[src/rtl/prescaler_ctrl_defs.svh]
// Default build constants for prescaler_ctrl, shared with the timer benches.
`ifndef PRESCALER_CTRL_DEFS_SVH
`define PRESCALER_CTRL_DEFS_SVH
`define PRESCALER_CTRL_DIV     100
`define PRESCALER_CTRL_CW      7
`define PRESCALER_CTRL_DEB_CNT 3
`define PRESCALER_CTRL_DBW     2
`endif

[src/rtl/prescaler_ctrl_pkg.sv]
// Shared constants for the input_control front end (prescaler + fast-mode button).
package prescaler_ctrl_pkg;

   localparam int unsigned DEF_DIV     = 100;
   localparam int unsigned DEF_CW      = 7;
   localparam int unsigned DEF_DEB_CNT = 3;
   localparam int unsigned DEF_DBW     = 2;

endpackage

[src/rtl/btn_debounce.sv]
// Two-flop synchronizer, consecutive-sample debouncer and press edge detector.
module btn_debounce
   import prescaler_ctrl_pkg::*;
#(
   parameter int unsigned DEB_CNT = DEF_DEB_CNT,
   parameter int unsigned DBW     = DEF_DBW
) (
   input  logic clk100,
   input  logic clrn,
   input  logic raw,
   output logic deb,
   output logic press_pulse
);

   logic           sync1;
   logic           btn_s;
   logic           deb_q;
   logic [DBW-1:0] deb_cnt;

   always_ff @(posedge clk100 or negedge clrn) begin
      if (!clrn) begin
         sync1       <= 1'b0;
         btn_s       <= 1'b0;
         deb_cnt     <= '0;
         deb         <= 1'b0;
         deb_q       <= 1'b0;
         press_pulse <= 1'b0;
      end else begin
         sync1 <= raw;
         btn_s <= sync1;
         // Accept a new level only after DEB_CNT consecutive differing samples.
         if (btn_s == deb) begin
            deb_cnt <= '0;
         end else if (deb_cnt == DBW'(DEB_CNT - 1)) begin
            deb     <= btn_s;
            deb_cnt <= '0;
         end else begin
            deb_cnt <= deb_cnt + DBW'(1);
         end
         deb_q       <= deb;
         press_pulse <= deb & ~deb_q;
      end
   end

endmodule

[src/rtl/prescaler_ctrl.sv]
// 100 Hz -> 1 Hz prescaler plus debounced fast-mode toggle driving the clock select.
module prescaler_ctrl
   import prescaler_ctrl_pkg::*;
#(
   parameter int unsigned DIV     = DEF_DIV,
   parameter int unsigned CW      = DEF_CW,
   parameter int unsigned DEB_CNT = DEF_DEB_CNT,
   parameter int unsigned DBW     = DEF_DBW
) (
   input  logic          clk100,
   input  logic          clrn,
   input  logic          btn_fast,
   input  logic          hold,
   output logic          out_count7NR,
   output logic [CW-1:0] count,
   output logic          enablen,
   output logic          press_pulse
);

   logic [CW-1:0] cnt_nxt;
   logic          deb_unused;

   // Explicit wrap at DIV-1; the counter width is not a power-of-two modulus.
   always_comb begin
      cnt_nxt = count + CW'(1);
      if (count == CW'(DIV - 1)) begin
         cnt_nxt = '0;
      end
   end

   // Square wave is computed from the next count so it stays aligned with count.
   always_ff @(posedge clk100 or negedge clrn) begin
      if (!clrn) begin
         count        <= '0;
         out_count7NR <= 1'b0;
      end else if (!hold) begin
         count        <= cnt_nxt;
         out_count7NR <= (cnt_nxt >= CW'(DIV / 2));
      end
   end

   always_ff @(posedge clk100 or negedge clrn) begin
      if (!clrn) begin
         enablen <= 1'b0;
      end else if (press_pulse) begin
         enablen <= ~enablen;
      end
   end

   btn_debounce #(
      .DEB_CNT (DEB_CNT),
      .DBW     (DBW)
   ) u_btn_debounce (
      .clk100      (clk100),
      .clrn        (clrn),
      .raw         (btn_fast),
      .deb         (deb_unused),
      .press_pulse (press_pulse)
   );

endmodule

[config.mk]
export PLATFORM = sky130hd
export DESIGN_NAME = prescaler_ctrl
export DESIGN_NICKNAME = d
export VERILOG_FILES = /design/src/rtl/prescaler_ctrl_defs.svh /design/src/rtl/prescaler_ctrl_pkg.sv /design/src/rtl/btn_debounce.sv /design/src/rtl/prescaler_ctrl.sv
export SDC_FILE = /design/constraint.sdc
export NUM_CORES = 1
export LEC_CHECK = 0
export ABC_CLOCK_PERIOD_IN_PS = 1900
export BUFFER_PORTS_ARGS = -buffer_cell sky130_fd_sc_hd__buf_2
export CAP_MARGIN = 20
export CORE_MARGIN = 3
export CORE_UTILIZATION = 45
export DETAILED_ROUTE_END_ITERATION = 6
export GPL_TIMING_DRIVEN = 0
export PLACE_DENSITY = 0.71
export SLEW_MARGIN = 25
export SYNTH_ARGS = -nofsm -noshare
export SYNTH_HDL_FRONTEND = slang
export SYNTH_SLANG_ARGS = --single-unit
[constraint.sdc]
create_clock -name clk100 -period 1.9 [get_ports clk100]
set_clock_uncertainty 0.05 [all_clocks]
set_input_delay 0.095 -clock clk100 [delete_from_list [all_inputs] [get_ports clk100]]
set_output_delay 0.095 -clock clk100 [all_outputs]
set_load 0.05 [all_outputs]
Word-level counts from Yosys, hierarchy flattened
Cells that the tools add are included.
- word-level logic and storage cells: 23
- input port bits: 4
- register bits: 16
- multiplexer cells: 3
- magnitude comparators: 1
- reduce and logical (&&, ||, !) cells: 1
- $add $sub $neg: 2
- equality and inequality tests: 3
- bitwise logic cells: 4
- operators with widths (kind ; number):
    $add 7x1->7 const B ; 1
    $eq 7x7->1 const B ; 1
    $ge 7x6->1 const B ; 1
    $mux 7 ; 1
    $mux 2 ; 2
    $not 1->1 ; 3
    $add 2x1->2 const B ; 1
    $eq 2x2->1 const B ; 1
    $reduce_and 2->1 ; 1
    $and 1x1->1 ; 1
    $eq 1x1->1 ; 1

Longest topological paths before layout
- depth after elaboration: 3
- depth in mapped cells: 5
- mapped depth without buffers: 5

Modules after synthesis
A second synthesis with hierarchy kept.
- cell total of the unflattened synthesis: 66
- area, all modules: 767.0 um^2
- modules (own cells, without submodules) (module ; cells each ; area each (um^2) ; sequential area each (um^2) ; instances):
    prescaler_ctrl ; 53 ; 530.5 ; 225.2 ; 1
    btn_debounce ; 13 ; 236.5 ; 175.2 ; 1

Worst setup path before layout
OpenSTA, ideal clock, no wires.
- path type: register -> register
- start point: register count[0]
- end point: register out_count7NR
- data arrival time: 1989 ps
- cell stages (with the launch flop): 6
- buffers on the path: 0
- clock period less this slack: 2165 ps
- path slack: -265 ps
- cell sequence: dfrtp_1 -> ha_1 -> nor2b_1 -> nor2b_1 -> or4_1 -> a221o_1
- longest elaborated chain between the ends: 3
- elaborated cells between the ends (all ways): 4
- those cells by class: 1 x add/sub; 1 x order compare; 1 x eq/ne; 1 x mux
- ends and longest elaborated chain (element ; RTL line ; RTL):
    from (decl) ; prescaler_ctrl.sv:15 ; output logic [CW-1:0] count,
    from (signal assigned) ; prescaler_ctrl.sv:37 ; count <= cnt_nxt;
    $add 7x1->7 / $eq 7x7->1 (equally long branches) ; prescaler_ctrl.sv:25, prescaler_ctrl.sv:26 ;
    $mux 7 * ; prescaler_ctrl.sv:26 ; if (count == CW'(DIV - 1)) begin
    $ge 7x6->1 * ; prescaler_ctrl.sv:38 ; out_count7NR <= (cnt_nxt >= CW'(DIV / 2));
    to (signal assigned) ; prescaler_ctrl.sv:38 ;
    to (decl) ; prescaler_ctrl.sv:14 ; output logic out_count7NR,
Mark *: on every way between the ends. The rest lies on a longest branch, timed or not.
A chain may end at the register's enable or synchronous reset.

Worst setup path in the final report
- start point: register count[1]
- end point: register out_count7NR
Same word-level chain as after synthesis.

==> results.toml <==
[status]
status = "finished, final reports clean"

[synth]
synth_top_area_cell = "dfrtp_1"
syn-cell-area_um2 = 722
synth.area.top_cells = "dfrtp_1 (55%), xor2_1 (4.9%), mux2_2 (4.7%)"
synthDistinctLibCells = 26
synth-seq-cells = 16
yosys_warnings = 0
netlist.area_leader.share_pct = 55.5
syn_nets = 69
avgSynthCellArea_um2 = 11.5
synth_cells = 63
yosysSeqAreaShare_pct = 55.5

[layout]
synthToLayoutAreaGrowth_pct = 24.4
multiInputGateArea_um2 = 334
drive_above_1_share_pct = 39.0
antenna_cells = 0
filler_cell_count = 124
final_nets = 89
regArea_um2 = 409
design_area_um2 = 898
fin_cells = 97

[clocking]
htreeDepth = 1
postCtsSetupRepairBufs = 0
cts_num_sinks = 16
path_clk_slew_ns = 0.10
tritoncts = "built"
cts_root_buf = "clkbuf_4"
numCtsBuffers = 3
clock_tree.buffer_depth = 2
clk_latency_ns = 0.28

[drt]
vias = 498
drc = 0
ant_nets = 0
finalWirelength_mm = 1.16
drt_iter0_drc = 1
post_drt_wl_per_cell_um = 11.9
viasPerCell = 5.13
dr.pass1.iters = 2

[sta]
slew_viol_final = 0
slew_headroom_pct = 71.4
layout_min_cycle_time_ns = 1.83
fin_crit_sh_pct = 96.2
fmax_ghz = 0.547
finalSetupViolations = 0
rsz0062_at_grt = "no"
fin_ws_ns = 0.0724
worst_slew_pin_slew_ns = 0.429
fin_hold_ws_ns = 0.0340
timing_hold_violations_final = 0

[pwr]
ir_drop_v = 0.000847
p_leak_nw = 0.400
pwr_density_cell_nw_per_um2 = 1820

[die]
start_util_pct = 51.6
io_pins = 14
die_y_um = 46.1
die_area_um2 = 2120
die_w_um = 46.1
num_rows = 13
coreArea_um2 = 1400

[placement]
preCtsSetupSlack_ns = 0.0505
portBuffers = 13
dpl.hpwl_um = 845
gp_congestion = 0.750
placed_area_um2 = 842
placedCellCount = 91

[critical_path]
critPathLaunchType = "flop"
critPathArrivalTime_ns = 1.95
path_class = "reg -> reg"
critPathRequiredTime_ns = 2.02
critPathMaxFanout = 4
end_kind = "flop"

[global_routing]
grt_usage_pct = 14.5
grt_pass1_vias = 516
grt_overflow_total = 0
grt_max_degree = 17
grt_pass1_wl_mm = 2.15
antenna_found_initial = 0

[hold_path]
hold_path_class = "in -> reg"

[run]
cap_violations = 0
## what timing repair did
item                                   in CTS  in global routing
endpoints found under the hold margin      17                  0
resized for setup                           0                  1
hold buffers                                2                  0
setup endpoints to repair                   0                  1
## sequential cells by signal (all words and copies together) (netlist names)
| name | flops |
|---|---|
| out_count7NR | 1 |
| enablen | 1 |
| u_btn_debounce.sync1 | 1 |
| u_btn_debounce.deb_cnt | 2 |
| u_btn_debounce.deb_q | 1 |
| u_btn_debounce.press_pulse | 1 |
| u_btn_debounce.deb | 1 |
| count | 7 |
| u_btn_debounce.btn_s | 1 |
## cells by family (layout without fill, tap and decap cells)
| group | after synthesis | count (layout) | synth area share, % |
|---|---|---|---|
| simple gates | 22 | 22 | 17.5 |
| flops | 16 | 16 | 55.5 |
| compound gates | 8 | 8 | 6.93 |
| xor+xnor | 7 | 7 | 8.49 |
| mux | 4 | 4 | 6.07 |
| buf+inv | 4 | 23 | 2.08 |
| fa+ha+maj | 2 | 2 | 3.47 |
## metrics by stage
stage	total power [W]	utilization [%]	TNS, ns
6_report	0.00164	64.2	0
3_5_place_dp	0.00143	60.2	0
5_1_grt	0.00176	64.2	0
3_3_place_gp	0.00141	60.2	0
4_1_cts	0.00166	64.2	0
2_1_floorplan	0.00125	-	-0.0448
## cells in the mapped netlist (all sizes together)
cell	n
nor2b	4
and4bb	1
a21boi	1
a21oi	3
dfrtp	16
nand3	2
mux2	3
xor2	4
or4	1
nor3b	1
nand2	3
a221o	1
nor2	3
nor3	2
xnor2	3
or2	1
or3	2
inv	3
mux2i	1
o21ai	2
nand2b	1
clkbuf	1
ha	2
a211oi	1
and2	1
## layer usage
metal / vias up / track usage [%] / wire (um)
met5: - / 0 / 0
met1: 226 / 19.7 / 590
met2: 15 / 21.4 / 484
li1: 255 / - / -
met3: 2 / 3.52 / 72
met4: 0 / 6.82 / 12
## area by class of cell
class	count	area share, %
Multi-Input combinational cell	43	37.2
Clock buffer	4	4.04
Timing Repair Buffer	15	9.47
Tap cell	15	2.09
Sequential cell	16	45.5
Inverter	3	1.25
Buffer	1	0.418
## path summary, 6_finish.rpt
check	from	to	slack, ns	cells past startpoint
min in group asynchronous	clrn	out_count7NR	0.19	2
max in group asynchronous	clrn	count[3]	1.32	2
worst max register to register	count[1]	out_count7NR	0.07	5
worst max-delay path	count[1]	out_count7NR	0.07	5
worst min-delay path	hold	count[6]	0.03	3
worst min register to register	u_btn_debounce.sync1	u_btn_debounce.btn_s	0.31	0
## worst max-delay path: stages (launching register included)
cell     delay [ns]
dfrtp_2        0.45
ha_4           0.17
nor2b_4        0.12
nor2b_4        0.12
or4_1          0.48
a221o_1        0.32
## where the power goes
part | internal (W) | total (W) | leakage [nW] | switching, W
clock network | 0.000116 | 0.000216 | 0.0210 | 0.0000996
registers | 0.000493 | 0.000637 | 0.184 | 0.000145
logic | 0.000256 | 0.000784 | 0.195 | 0.000528
## cells in the final DEF (no fill, tap or decap)
cell type       n
a211oi_1        1
dfrtp_2         7
clkbuf_4        3
dlygate4sd3_1   2
nor3b_1         1
nand2b_1        1
o21ai_0         1
nand3_1         2
and2_1          1
xnor2_1         3
or4_1           1
or3_1           2
ha_1            1
nor2b_1         2
clkbuf_1        1
or2_1           1
a221o_1         1
xor2_1          4
mux2i_1         1
o21ai_1         1
nand2_1         3
buf_2          13
nor3_1          2
clkbuf_8        1
ha_4            1
inv_1           2
nor2_1          3
a21boi_0        1
a21oi_1         3
and4bb_2        1
nor2b_4         2
dfrtp_1         9
inv_2           1
mux2_2          3
(Power assumes the default switching activity.)
